### config.mk
export PLATFORM = sky130hd
export DESIGN_NAME = change_dispenser_flat
export DESIGN_NICKNAME = d
export VERILOG_FILES = /design/src/rtl/change_dispenser_pkg.sv /design/src/rtl/change_dispenser_if.sv /design/src/rtl/change_dispenser_coin_select.sv /design/src/rtl/change_dispenser.sv /design/src/flat_wrapper.sv
export SDC_FILE = /design/constraint.sdc
export NUM_CORES = 1
export LEC_CHECK = 0
export CAP_MARGIN = 5
export CORE_MARGIN = 10
export CORE_UTILIZATION = 50
export DETAILED_ROUTE_END_ITERATION = 16
export GPL_ROUTABILITY_DRIVEN = 0
export PLACE_DENSITY_LB_ADDON = 0.2
export SKIP_LAST_GASP = 1
export SYNTH_ARGS = -nofsm -noshare
export SYNTH_HDL_FRONTEND = slang
export SYNTH_HIERARCHICAL = 1
export SYNTH_SLANG_ARGS = --single-unit
### constraint.sdc
create_clock -name I_CLK -period 2.55 [get_ports I_CLK]
set_input_delay 0.3825 -clock I_CLK [delete_from_list [all_inputs] [get_ports I_CLK]]
set_output_delay 0.3825 -clock I_CLK [all_outputs]
set_load 0.02 [all_outputs]
### src/rtl/change_dispenser_pkg.sv
// -----------------------------------------------------------------------------
// change_dispenser_pkg
// Shared definitions for the change dispenser:
//   state_e       - controller state encoding
//   coin_code_e   - coin codes 0..5 as presented on O_COIN_SEL
//   NUM_COINS     - number of denominations
//   coin_value()  - coin-value table (code -> cents)
// -----------------------------------------------------------------------------
package change_dispenser_pkg;

    typedef enum logic [1:0] {
        S_IDLE,
        S_SELECT,
        S_EJECT,
        S_FINISH
    } state_e;

    localparam int NUM_COINS = 6;

    typedef enum logic [2:0] {
        COIN_1   = 3'd0,
        COIN_5   = 3'd1,
        COIN_10  = 3'd2,
        COIN_25  = 3'd3,
        COIN_100 = 3'd4,
        COIN_500 = 3'd5
    } coin_code_e;

    // Coin-value table in cents; codes 6 and 7 are unused and map to 0.
    function automatic logic [15:0] coin_value(input logic [2:0] code);
        case (code)
            COIN_1:   return 16'd1;
            COIN_5:   return 16'd5;
            COIN_10:  return 16'd10;
            COIN_25:  return 16'd25;
            COIN_100: return 16'd100;
            COIN_500: return 16'd500;
            default:  return 16'd0;
        endcase
    endfunction

endpackage

### src/rtl/change_dispenser_if.sv
// -----------------------------------------------------------------------------
// change_dispenser_if
// Request / ejector bundle of the change dispenser.
//   slave  modport : the dispenser (takes I_*, drives O_*)
//   master modport : the controller / ejector side (drives I_*, takes O_*)
// Signals:
//   I_START, I_CHANGE[15:0]       dispense request and amount
//   I_COIN_ACK                    ejector confirms the presented coin
//   O_COIN_VALID, O_COIN_SEL[2:0] coin request to the ejector
//   O_REMAIN[15:0]                amount still to dispense
//   O_BUSY, O_DONE, O_FAULT       status
// Macro COIN_INVENTORY_EN adds I_REFILL, I_REFILL_SEL[2:0], I_REFILL_CNT[CNT_W-1:0].
// -----------------------------------------------------------------------------
interface change_dispenser_if #(
    parameter int CNT_W = 8
);
    logic        I_START;
    logic [15:0] I_CHANGE;
    logic        I_COIN_ACK;
    logic        O_COIN_VALID;
    logic [2:0]  O_COIN_SEL;
    logic [15:0] O_REMAIN;
    logic        O_BUSY;
    logic        O_DONE;
    logic        O_FAULT;

`ifdef COIN_INVENTORY_EN
    logic             I_REFILL;
    logic [2:0]       I_REFILL_SEL;
    logic [CNT_W-1:0] I_REFILL_CNT;

    modport slave (
        input  I_START, I_CHANGE, I_COIN_ACK, I_REFILL, I_REFILL_SEL, I_REFILL_CNT,
        output O_COIN_VALID, O_COIN_SEL, O_REMAIN, O_BUSY, O_DONE, O_FAULT
    );
    modport master (
        output I_START, I_CHANGE, I_COIN_ACK, I_REFILL, I_REFILL_SEL, I_REFILL_CNT,
        input  O_COIN_VALID, O_COIN_SEL, O_REMAIN, O_BUSY, O_DONE, O_FAULT
    );
`else
    modport slave (
        input  I_START, I_CHANGE, I_COIN_ACK,
        output O_COIN_VALID, O_COIN_SEL, O_REMAIN, O_BUSY, O_DONE, O_FAULT
    );
    modport master (
        output I_START, I_CHANGE, I_COIN_ACK,
        input  O_COIN_VALID, O_COIN_SEL, O_REMAIN, O_BUSY, O_DONE, O_FAULT
    );
`endif

endinterface

### src/rtl/change_dispenser_coin_select.sv
// -----------------------------------------------------------------------------
// change_dispenser_coin_select
// Combinational greedy picker: the largest available coin not exceeding remain.
//   remain[15:0]          amount still owed
//   avail[NUM_COINS-1:0]  per-code availability mask
//   found                 a usable coin exists
//   code[2:0]             its coin code
//   value[15:0]           its value in cents
// -----------------------------------------------------------------------------
module change_dispenser_coin_select
    import change_dispenser_pkg::*;
(
    input  logic [15:0]          remain,
    input  logic [NUM_COINS-1:0] avail,
    output logic                 found,
    output logic [2:0]           code,
    output logic [15:0]          value
);

    always_comb begin
        // NOTE: every output gets a default before the loop; a path that left
        // one unassigned would infer a latch.
        found = 1'b0;
        code  = 3'd0;
        value = 16'd0;
        // Codes ascend with value, so the last match is the largest coin.
        for (int i = 0; i < NUM_COINS; i++) begin
            if (avail[i] && (coin_value(3'(i)) <= remain)) begin
                found = 1'b1;
                code  = 3'(i);
                value = coin_value(3'(i));
            end
        end
    end

endmodule

### src/rtl/change_dispenser.sv
// -----------------------------------------------------------------------------
// change_dispenser
// Greedy coin-change controller driving a coin ejector with a valid/ack
// handshake and an acknowledge timeout.
// Parameters:
//   ACK_TIMEOUT  max cycles O_COIN_VALID waits for I_COIN_ACK before faulting
//   CNT_W        width of each per-denomination inventory counter
// Ports:
//   I_CLK        clock, rising edge
//   I_RESET_N    asynchronous active-low reset
//   bus          change_dispenser_if.slave (request, ejector handshake, status)
// Optional feature: define COIN_INVENTORY_EN to add per-coin inventory counts
// with refill inputs; coins whose count is zero are skipped. Without it every
// denomination is unlimited.
// -----------------------------------------------------------------------------
module change_dispenser
    import change_dispenser_pkg::*;
#(
    parameter int ACK_TIMEOUT = 255,
    parameter int CNT_W       = 8
) (
    input  logic              I_CLK,
    input  logic              I_RESET_N,
    change_dispenser_if.slave bus
);

    // Wait counter runs 0..ACK_TIMEOUT-1; reaching the last value without an
    // ack means the coin was presented for ACK_TIMEOUT cycles.
    localparam int                WAIT_W    = (ACK_TIMEOUT < 2) ? 1 : $clog2(ACK_TIMEOUT);
    localparam logic [WAIT_W-1:0] WAIT_LAST = WAIT_W'(ACK_TIMEOUT - 1);

    state_e               state, state_next;
    logic [15:0]          remain, remain_next;
    logic [2:0]           coin_sel, coin_sel_next;
    logic [15:0]          coin_val, coin_val_next;
    logic                 fault, fault_next;
    logic [WAIT_W-1:0]    wait_cnt, wait_cnt_next;

    logic [NUM_COINS-1:0] avail;
    logic                 found;
    logic [2:0]           found_code;
    logic [15:0]          found_value;
    logic                 coin_taken;

    change_dispenser_coin_select coin_select (
        .remain (remain),
        .avail  (avail),
        .found  (found),
        .code   (found_code),
        .value  (found_value)
    );

    // The ejector only counts when a coin is actually presented.
    assign coin_taken = (state == S_EJECT) && bus.I_COIN_ACK;

    always_ff @(posedge I_CLK or negedge I_RESET_N) begin
        if (!I_RESET_N) begin
            state    <= S_IDLE;
            remain   <= 16'd0;
            coin_sel <= 3'd0;
            coin_val <= 16'd0;
            fault    <= 1'b0;
            wait_cnt <= '0;
        end else begin
            // NOTE: non-blocking assignments so every register samples the
            // values that existed before this edge.
            state    <= state_next;
            remain   <= remain_next;
            coin_sel <= coin_sel_next;
            coin_val <= coin_val_next;
            fault    <= fault_next;
            wait_cnt <= wait_cnt_next;
        end
    end

    always_comb begin
        state_next    = state;
        remain_next   = remain;
        coin_sel_next = coin_sel;
        coin_val_next = coin_val;
        fault_next    = fault;
        wait_cnt_next = wait_cnt;

        case (state)
            S_IDLE: begin
                if (bus.I_START) begin
                    remain_next = bus.I_CHANGE;
                    fault_next  = 1'b0;
                    state_next  = S_SELECT;
                end
            end
            S_SELECT: begin
                if (remain == 16'd0) begin
                    state_next = S_FINISH;
                end else if (found) begin
                    coin_sel_next = found_code;
                    coin_val_next = found_value;
                    wait_cnt_next = '0;
                    state_next    = S_EJECT;
                end else begin
                    // Money still owed but nothing left to pay it with.
                    fault_next = 1'b1;
                    state_next = S_FINISH;
                end
            end
            S_EJECT: begin
                if (bus.I_COIN_ACK) begin
                    // Greedy selection guarantees coin_val <= remain.
                    remain_next = remain - coin_val;
                    state_next  = S_SELECT;
                end else if (wait_cnt == WAIT_LAST) begin
                    fault_next = 1'b1;
                    state_next = S_FINISH;
                end else begin
                    wait_cnt_next = wait_cnt + WAIT_W'(1);
                end
            end
            S_FINISH: begin
                state_next = S_IDLE;
            end
            default: begin
                state_next = S_IDLE;
            end
        endcase
    end

`ifdef COIN_INVENTORY_EN
    logic [CNT_W-1:0] coin_cnt [NUM_COINS];

    // NOTE: the count array is reset explicitly; an empty dispenser must not
    // offer coins it was never given.
    always_ff @(posedge I_CLK or negedge I_RESET_N) begin
        if (!I_RESET_N) begin
            for (int i = 0; i < NUM_COINS; i++) begin
                coin_cnt[i] <= '0;
            end
        end else if ((state == S_IDLE) && bus.I_REFILL) begin
            for (int i = 0; i < NUM_COINS; i++) begin
                if (bus.I_REFILL_SEL == 3'(i)) begin
                    coin_cnt[i] <= bus.I_REFILL_CNT;
                end
            end
        end else if (coin_taken) begin
            for (int i = 0; i < NUM_COINS; i++) begin
                if (coin_sel == 3'(i)) begin
                    coin_cnt[i] <= coin_cnt[i] - CNT_W'(1);
                end
            end
        end
    end

    always_comb begin
        avail = '0;
        for (int i = 0; i < NUM_COINS; i++) begin
            avail[i] = (coin_cnt[i] != '0);
        end
    end
`else
    assign avail = '1;
`endif

    assign bus.O_COIN_VALID = (state == S_EJECT);
    assign bus.O_COIN_SEL   = coin_sel;
    assign bus.O_REMAIN     = remain;
    assign bus.O_BUSY       = (state != S_IDLE);
    assign bus.O_DONE       = (state == S_FINISH);
    assign bus.O_FAULT      = fault;

endmodule

### src/flat_wrapper.sv
// flat-port wrapper written by rule: the top's interface ports become plain ports
module change_dispenser_flat import change_dispenser_pkg::*;
#(
    parameter int ACK_TIMEOUT = 255,
    parameter int CNT_W       = 8
)
  (I_CLK, I_RESET_N, bus_I_START, bus_I_CHANGE, bus_I_COIN_ACK, bus_O_COIN_VALID, bus_O_COIN_SEL, bus_O_REMAIN, bus_O_BUSY, bus_O_DONE, bus_O_FAULT);
  change_dispenser_if #(.CNT_W(CNT_W)) bus_i ();
  input  logic I_CLK;
  input  logic I_RESET_N;
  input wire logic [$bits(bus_i.I_START)-1:0] bus_I_START;
  input wire logic [$bits(bus_i.I_CHANGE)-1:0] bus_I_CHANGE;
  input wire logic [$bits(bus_i.I_COIN_ACK)-1:0] bus_I_COIN_ACK;
  output wire logic [$bits(bus_i.O_COIN_VALID)-1:0] bus_O_COIN_VALID;
  output wire logic [$bits(bus_i.O_COIN_SEL)-1:0] bus_O_COIN_SEL;
  output wire logic [$bits(bus_i.O_REMAIN)-1:0] bus_O_REMAIN;
  output wire logic [$bits(bus_i.O_BUSY)-1:0] bus_O_BUSY;
  output wire logic [$bits(bus_i.O_DONE)-1:0] bus_O_DONE;
  output wire logic [$bits(bus_i.O_FAULT)-1:0] bus_O_FAULT;
  assign bus_i.I_START = bus_I_START;
  assign bus_i.I_CHANGE = bus_I_CHANGE;
  assign bus_i.I_COIN_ACK = bus_I_COIN_ACK;
  assign bus_O_COIN_VALID = bus_i.O_COIN_VALID;
  assign bus_O_COIN_SEL = bus_i.O_COIN_SEL;
  assign bus_O_REMAIN = bus_i.O_REMAIN;
  assign bus_O_BUSY = bus_i.O_BUSY;
  assign bus_O_DONE = bus_i.O_DONE;
  assign bus_O_FAULT = bus_i.O_FAULT;
  change_dispenser #(.ACK_TIMEOUT(ACK_TIMEOUT), .CNT_W(CNT_W)) u_core (.I_CLK(I_CLK), .I_RESET_N(I_RESET_N), .bus(bus_i));
endmodule
# == Word level (Yosys, flattened, before mapping) ==
# Index checks and enable logic that the tools add are counted.
# op_classes
reduce_logical,11
muxes,37
add_sub_neg,2
bitwise_logic,1
n_eq_ne,13
n_lt_le_gt_ge,6
# op_table
op,count
16-bit 2-to-1 mux,7
8-bit 2-to-1 mux,4
16-bit one-hot mux with 2 select lines,1
1-bit by 16-bit <= comparator with 1-bit output (first input constant),1
3-bit by 16-bit <= comparator with 1-bit output (first input constant),1
4-bit by 16-bit <= comparator with 1-bit output (first input constant),1
5-bit by 16-bit <= comparator with 1-bit output (first input constant),1
7-bit by 16-bit <= comparator with 1-bit output (first input constant),1
9-bit by 16-bit <= comparator with 1-bit output (first input constant),1
16-bit logical NOT,1
8-bit one-hot mux with 2 select lines,1
16-bit subtractor,1
1-bit 2-to-1 mux,14
2-bit inequality test (second input constant),7
3-bit 2-to-1 mux,4
8-bit by 1-bit adder with 8-bit output (second input constant),1
8-bit equality test (second input constant),1
2-bit 2-to-1 mux,4
2-bit one-hot mux with 4 select lines,1
3-bit AND reduction,2
6-bit AND reduction,1
2-bit nonzero test,3
5-bit AND reduction,1
2-bit equality test (second input constant),2
other kinds (8),8
# word_totals
reg_bits,46
inputBits,20
elab_cells,76
out_inout_bits,23

# == Depth between registers and ports, before layout ==
# Gate-level depths: netlist of the first run.
# depth
depth_word,10
mapped_depth,10

# == Modules after synthesis ==
# Netlist of the first run, hierarchy kept.
# by_module_without_submodules
mod,instances,area_each_um2,cells_each,seq_area_each_um2
change_dispenser,1,2892.8,307,1151.1
change_dispenser_coin_select,1,352.8,46,0.0

# == Worst setup path before layout of the first run ==
# Ideal clock, no wire load.
# synth_path
path_kind,register -> register
startpoint,register u_core.remain[15] (netlist: u_core/bus.O_REMAIN[15])
endpoint,register u_core.coin_sel[0] (netlist: u_core/bus.O_COIN_SEL[0])
path_buffers,1
arrival_ns,2.761
path_slack_ns,-0.336
path_stages_with_launch,9
path_cell_list,dfrtp_1 > nor3_1 > nand2_2 > o41ai_4 > nand2_2 > or3_1 > nand3_1 > buf_2 > mux2_2
# synth_via
elab_chain_cells,8
elab_cells_between_ends,20
# synth_lines
item,line_no,text
"start, declared",change_dispenser.sv:33,"logic [15:0] remain, remain_next;"
"start signal, assigned",change_dispenser.sv:68,remain <= remain_next;
1-bit by 16-bit <= comparator with 1-bit output,change_dispenser_coin_select.sv:28,if (avail[i] && (coin_value(3'(i)) <= remain)) begin
1-bit 2-to-1 mux (5 in series),change_dispenser_coin_select.sv:28,
1-bit 2-to-1 mux *,change_dispenser_coin_select.sv:28,
named net u_core.found,change_dispenser.sv:40,logic found;
3-bit AND reduction (no source line) *,n/a,
"end signal, assigned",change_dispenser.sv:69,coin_sel <= coin_sel_next;
"end, declared",change_dispenser.sv:34,"logic [2:0] coin_sel, coin_sel_next;"
# Mark *: on every way through the listed nets, which the timed path passes. The rest lies on a longest branch.
# A chain may end at the register's enable or synchronous reset.

# == Final worst setup path of the first run ==
# layout_path
startpoint,register u_core.remain[10] (netlist: u_core/bus.O_REMAIN[10])
endpoint,register u_core.coin_val[2]
# layout_via
elab_chain_cells,8
elab_cells_between_ends,20
# layout_lines
item,line_no,text
1-bit by 16-bit <= comparator with 1-bit output,change_dispenser_coin_select.sv:28,
1-bit 2-to-1 mux (5 in series),change_dispenser_coin_select.sv:28,
1-bit 2-to-1 mux *,change_dispenser_coin_select.sv:28,
named net u_core.found,change_dispenser.sv:40,
3-bit AND reduction (no source line) *,n/a,
"end signal, assigned",change_dispenser.sv:70,coin_val <= coin_val_next;
"end, declared",change_dispenser.sv:35,"logic [15:0] coin_val, coin_val_next;"
# Marks and branches as above.

==> reports/results.tsv, run 1 <==
stage	metric	value	unit
status	status	finished, final reports clean	
detailed_routing	via_per_inst	5.71	
synth	synth.area.mux_share	7.25	%
sta	fin_skew	0.00854	ns
synth	synth_compound_area_share	21.7	%
floorplan	fp-row-count	29	
synth	synthFlopType	dfrtp_1	
grt	grt_overflow	0	
finish	final_common_cell	clkdlybuf4s50_1	
clock_network	cts.sinks	46	
placed_design	post-place-ws	0.0496	ns
synth	yosys.area_share.adder	9.10	%
clock_network	cts_buffers	5	
synth	synth_top_cells_by_area	dfrtp_1, ha_1, mux2_2	
synth	synth_edf_count	0	
sta	hold_viol_final	0	
placed_design	port_buffers	42	
clock_network	tritoncts	built	
detailed_routing	postRouteAntennaNets	0	
grt	track_usage	16.4	%
floorplan	fp.dieH	101	um
critical_path	max_stage_delay	0.43	ns
synth	synth_top_family_by_area	compound AO/OA/AOI/OAI gates	
critical_path	crit_path_frequent_cell	nand2_2	
clock_network	hold_buffers	0	
clock_network	clk_pin_slew	0.08	ns
sta	maxSlewHeadroom	59.8	%
floorplan	die_w	101	um
detailed_routing	vias	2874	
synth	synth-simple-area-share	16.7	%
synth	ys_ff_latch	46	
floorplan	core	6310	um^2
critical_path	end_kind	register	
power_and_ir_drop	ir_drop	0.852	mV
sta	rsz0062_at_grt	true	
sta	worst_pin_slew	0.602	ns
clock_network	clock-root-buffer	clkbuf_8	
sta	fmax	401	MHz
synth	syn_inst	353	
sta	slew_viol_final	0	
synth	yosysSeqAreaShare	35.5	%
finish	diodes	0	
power_and_ir_drop	power.density	1430	nW/um^2
floorplan	floorplan.initialDensity	51.4	%
finish	layout.nets	468	
finish	syn_to_final_growth	26.2	%
critical_path	path_cells	nor4_4 -> nand2_2 -> o41ai_4 -> nand2_2 -> or3_4 -> nand3_4 -> mux2_2	
placed_design	dpl.hpwl	6370	um
critical_path	critPathMaxFanout	13	
grt	grt_pass1_vias	2771	
grt	grt_max_degree	47	
sta	finalSetupViolCount	0	
synth	synth_xor_xnor_area_share	2.97	%
critical_path	arrival	2.69	ns
sta	whs	0.155	ns
critical_path	critPathTopFamily	simple AND/OR/NAND/NOR gates	
synth	yosysWarnings	6	
detailed_routing	wl_per_cell	16.7	um
grt	grt_pass1_wl	13400	um
critical_path	crit_required	2.74	ns
power_and_ir_drop	cellLeakagePower	1.87	nW
synth	synth_cell_type_count	62	
sta	period_needed	2.49	ns
synth	synthArstFlopShare	100	%
sta	period_share	97.8	%
synth	synth_top_area_share	35.5	%
synth	synth_area_leader_cell	dfrtp_1	
clock_network	clockBufferDepth	2	
critical_path	path_class	reg2reg	
synth	synthesis.area	3250	um^2
floorplan	ios	43	
detailed_routing	first_pass_iters	5	
critical_path	crit_buf_inv	0	
floorplan	dieArea	10100	um^2
flow_run	max-cap-violations	0	
finish	drive_above_1_share	19.7	%
detailed_routing	wirelength	8420	um
min_path	hp-class	in2async	
detailed_routing	drc_errors	0	
critical_path	start_kind	register	
detailed_routing	drt_iter0_drc	157	
finish	mostFrequentLayoutCells	clkdlybuf4s50_1, dfrtp_1, buf_4	
sta	worst_slack	0.0562	ns
clock_network	htree_levels	2	
clock_network	clock_latency	0.31	ns
synth	synth.avg_cell_area	9.19	um^2
grt	antenna_found_initial	0	
critical_path	critPathSlowestCell	dfrtp_2	
## stage by stage
step / TNS, ns / cells / area (um^2) / utilization (%) / total power, W
after floorplan: 0 / 365 / 3340 / - / 0.00400
after global placement: 0 / 493 / 3930 / 62.3 / 0.00518
after detailed placement: 0 / 493 / 3930 / 62.3 / 0.00528
after CTS: 0 / 501 / 4030 / 63.8 / 0.00577
after global routing: -0.684 / 503 / 4100 / 64.9 / 0.00627
final: 0 / 503 / 4100 / 64.9 / 0.00584
## cells in the mapped netlist, types with 6 or more instances
| cell type | number |
|---|---|
| nand3_1 | 12 |
| o21ai_0 | 26 |
| buf_4 | 11 |
| and3_1 | 12 |
| o21ai_1 | 11 |
| a21oi_1 | 21 |
| ha_1 | 22 |
| nor2_1 | 18 |
| mux2_2 | 20 |
| a21o_1 | 6 |
| nand2_1 | 27 |
| xor2_1 | 7 |
| dfrtp_1 | 46 |
| o31ai_1 | 6 |
| clkbuf_1 | 6 |
| inv_1 | 27 |
## routing by layer
metal	share of wire (%)	vias up	global-route usage (%)
met5	0	-	0
met4	2.3	0	7.07
met3	5.3	18	3.57
met2	49	75	26.8
met1	44	1390	20.2
li1	-	1391	-
## power by group
group	internal [W]	switching [W]
clock	0.000219	0.000249
combinational	0.00179	0.00228
sequential	0.00105	0.000243
## layout make-up
cell class | count | area [um^2]
clock buffer | 7 | 86.3
clock inverter | 1 | 5.00
fill | 522 | 2220
inverter | 28 | 105
multi-input combinational | 273 | 2010
sequential | 46 | 1160
tap | 77 | 96.3
timing repair buffer | 71 | 637
## kinds of logic (layout without fill, tap and decap cells)
logic type	Yosys count	after routing
AOI/OAI and AO/OA	102	102
and+or+nand+nor	102	102
DFF	46	46
buffers and inverters	46	107
adders and majority gates	23	23
muxes	21	21
xor gates and xnor gates	11	11
other	2	14
## repair_timing
| item | 4_1_cts | 5_1_grt |
|---|---|---|
| endpoints found under the hold margin | 0 | 0 |
| setup endpoints to repair | 0 | 28 |
| setup buffers | 0 | 2 |
| gates resized for setup | 0 | 10 |
## worst paths after layout
check | start | end | slack [ns] | cells after the start
max | u_core/bus.O_REMAIN[10]$_DFFE_PN0P_ | u_core/coin_val[2]$_DFFE_PN0P_ | 0.06 | 7
max reg2reg | u_core/bus.O_REMAIN[10]$_DFFE_PN0P_ | u_core/coin_val[2]$_DFFE_PN0P_ | 0.06 | 7
min in group I_CLK | u_core/wait_cnt[6]$_DFFE_PN0P_ | u_core/wait_cnt[6]$_DFFE_PN0P_ | 0.48 | 1
max in group asynchronous | I_RESET_N | u_core/bus.O_REMAIN[2]$_DFFE_PN0P_ | 1.94 | 2
min reg2reg | u_core/wait_cnt[6]$_DFFE_PN0P_ | u_core/wait_cnt[6]$_DFFE_PN0P_ | 0.48 | 1
min | I_RESET_N | u_core/wait_cnt[2]$_DFFE_PN0P_ | 0.15 | 2
## registers in the layout (all words and copies together) (netlist names)
name	cells
u_core/bus.O_REMAIN	16
u_core/coin_val	16
u_core/wait_cnt	8
u_core/bus.O_COIN_SEL	3
u_core/state	2
u_core/bus.O_FAULT	1
## worst register-to-register path, cell delays in order (launching register included)
cell and delay, ns:
dfrtp_2 0.43, nor4_4 0.38, nand2_2 0.15, o41ai_4 0.38
nand2_2 0.10, or3_4 0.38, nand3_4 0.20, mux2_2 0.37
No activity file was read; power rests on OpenSTA's default activity.
==> run 2, diff against run 1 <==
- CELL_PAD_IN_SITES_DETAIL_PLACEMENT: unset -> 0
- CELL_PAD_IN_SITES_GLOBAL_PLACEMENT: unset -> 1
- CORE_UTILIZATION: 50 -> 39
==> run 2 against run 1 <==
Compared with the run above: sequential share of layout area down 0.60 points; core utilization shrank 14 points; cell area increased by 2.2%; highest routed layer unchanged.
==> reports/results.tsv, run 2 (synthesis results as in run 1) <==
stage	metric	value	unit	change
power_and_ir_drop	seq_power_share	21.8	%	-0.4 points
detailed_routing	drt_iter0_drc	112		-29%
grt	track_usage	13.3	%	-3.1 points
finish	syn_to_final_growth	28.9	%	
floorplan	fp.dieH	111	um	+11%
detailed_routing	routed.top_layer	met4		
floorplan	floorplan.initialDensity	39.7	%	-12 points
power_and_ir_drop	combPwrFrac	70.1	%	+0.4 points
grt	antenna_found_initial	0		unchanged
grt	grt_pass1_wl	13900	um	+3.5%
sta	fin_skew	0.0109	ns	+0.00232 ns
finish	mostFrequentLayoutCells	clkdlybuf4s50_1, dfrtp_1, buf_4		
finish	diodes	0		unchanged
critical_path	arrival	2.65	ns	-0.04 ns
sta	finalSetupViolCount	0		unchanged
power_and_ir_drop	p_sw	0.00277	W	about the same
detailed_routing	drc_errors	0		unchanged
min_path	hp-class	in2async		
detailed_routing	postRouteAntennaNets	0		unchanged
sta	period_needed	2.47	ns	-0.0248 ns
power_and_ir_drop	clkPwrFrac	8.1	%	about the same
finish	fin_util	51.2	%	-14 points
grt	grt_max_degree	27		-43%
sta	maxSlewHeadroom	62.1	%	+2.2 points
floorplan	dieArea	12400	um^2	+22%
sta	period_share	96.8	%	-0.97 points
power_and_ir_drop	cellLeakagePower	1.89	nW	+0.85%
detailed_routing	via_per_inst	5.19		-9.2%
critical_path	path_class	reg2reg		
critical_path	end_kind	register		
floorplan	die_w	111	um	+11%
grt	grt_overflow	0		unchanged
detailed_routing	wl_met1	4060	um	+11%
status	status	finished, final reports clean		
power_and_ir_drop	power.internal	0.00312	W	+1.8%
grt	grt_pass1_vias	2767		-0.14%
power_and_ir_drop	power.density	1410	nW/um^2	-1.2%
critical_path	start_kind	register		
detailed_routing	wl_per_cell	15.7	um	-6.4%
placed_design	dpl.hpwl	6570	um	+3.2%
detailed_routing	first_pass_iters	4		-1
power_and_ir_drop	p_sw_share	47.0	%	-0.44 points
finish	final_common_cell	clkdlybuf4s50_1		
clock_network	clockBufferDepth	2		unchanged
clock_network	htree_levels	2		unchanged
sta	rsz0062_at_grt	true		
power_and_ir_drop	ir_drop	0.505	mV	-41%
detailed_routing	vias	2771		-3.6%
detailed_routing	wirelength	8370	um	-0.68%
clock_network	clock-root-buffer	clkbuf_8		
floorplan	fp-row-count	33		+14%
clock_network	hold_buffers	0		unchanged
clock_network	tritoncts	built		
sta	slew_viol_final	0		unchanged
clock_network	cts_buffers	5		unchanged
critical_path	critPathMaxFanout	13		unchanged
sta	hold_viol_final	0		unchanged
clock_network	clock_latency	0.30	ns	about the same
critical_path	crit_required	2.73	ns	about the same
sta	worst_pin_slew	0.569	ns	-0.0331 ns
sta	fmax	405	MHz	+1.0%
finish	drive_above_1_share	21.2	%	+1.5 points
flow_run	max-cap-violations	0		unchanged
detailed_routing	met2WireLength	3980	um	-3.4%
detailed_routing	dr_wl_met3	270	um	-39%
placed_design	port_buffers	42		unchanged
sta	whs	0.0612	ns	-0.0936 ns
floorplan	ios	43		unchanged
finish	layout.nets	471		+0.64%
clock_network	clk_pin_slew	0.10	ns	+0.02 ns
floorplan	core	8180	um^2	+29%
clock_network	cts.sinks	46		unchanged
run 2: cell count changes in the layout (fill, tap and decap cells not counted), sizes merged:
cell,change
clkbuf,-1
buf,+3
clkinvlp,+1
run 2: area by class of cell:
type / count / area (um^2)
timing repair buffer: 74 / 681
sequential: 46 / 1160
clock inverter: 2 / 12.5
inverter: 28 / 105
clock buffer: 6 / 82.6
tap: 105 / 131
multi-input combinational: 273 / 2010
fill: 780 / 3990
run 2: repair_timing:
action                     in CTS  in global routing
setup endpoints to repair       1                 30
hold endpoints to repair        0                  0
pin swaps                       0                  3
gates resized for setup         1                 10
setup buffers                   0                  1
run 2: power groups by stage:
stage               Combinational (W)  Clock, W  Sequential, W
finish                        0.00413  0.000478        0.00128
global placement              0.00403         0        0.00128
CTS                           0.00408  0.000497        0.00127
floorplan                     0.00244         0        0.00156
detailed placement            0.00407         0        0.00129
global route                  0.00457  0.000523        0.00133
run 2: worst paths after layout:
check / slack, ns / end / cells after the start / from
worst max-delay path: 0.08 / u_core/coin_val[3]$_DFFE_PN0P_ / 7 / u_core/bus.O_REMAIN[10]$_DFFE_PN0P_
worst min-delay path: 0.06 / u_core/wait_cnt[6]$_DFFE_PN0P_ / 1 / I_RESET_N
worst max register to register: 0.08 / u_core/coin_val[3]$_DFFE_PN0P_ / 7 / u_core/bus.O_REMAIN[10]$_DFFE_PN0P_
worst min register to register: 0.49 / u_core/wait_cnt[6]$_DFFE_PN0P_ / 1 / u_core/wait_cnt[6]$_DFFE_PN0P_
max in group asynchronous: 1.95 / u_core/coin_val[13]$_DFFE_PN0P_ / 2 / I_RESET_N
min in group I_CLK: 0.49 / u_core/wait_cnt[6]$_DFFE_PN0P_ / 1 / u_core/wait_cnt[6]$_DFFE_PN0P_
run 2: metal layers:
layer	up-vias	GRT usage (%)
li1	1395	-
met1	1329	17.5
met2	43	22.0
met3	4	2.38
met4	0	2.66
met5	-	0
run 2: critical path, cell delays in order, from the launching register on:
cell,delay (ns)
dfrtp_2,0.43
nor4_4,0.37
nand2_2,0.12
o41ai_4,0.32
nand2_2,0.09
or3_4,0.44
nand3_4,0.21
mux2_2,0.36
run 2: stage by stage:
stage          setup TNS [ns]  total power (W)  instances  setup WS (ns)  area (um^2)
4_1_cts                     0          0.00585        533         0.0424         4120
5_1_grt                -0.143          0.00642        534        -0.0314         4180
6_report                    0          0.00589        534         0.0810         4180
3_3_place_gp         -0.00299          0.00531        525       -0.00299         4020
3_5_place_dp          -0.0168          0.00536        525        -0.0168         4020
2_1_floorplan               0          0.00400        365         0.0104         3340
==> run 3, diff against run 2 <==
- CTS_CLUSTER_DIAMETER: unset -> 40
==> results of run 3 <==
The final DEF is identical to that of run 2; final timing and power are the same.
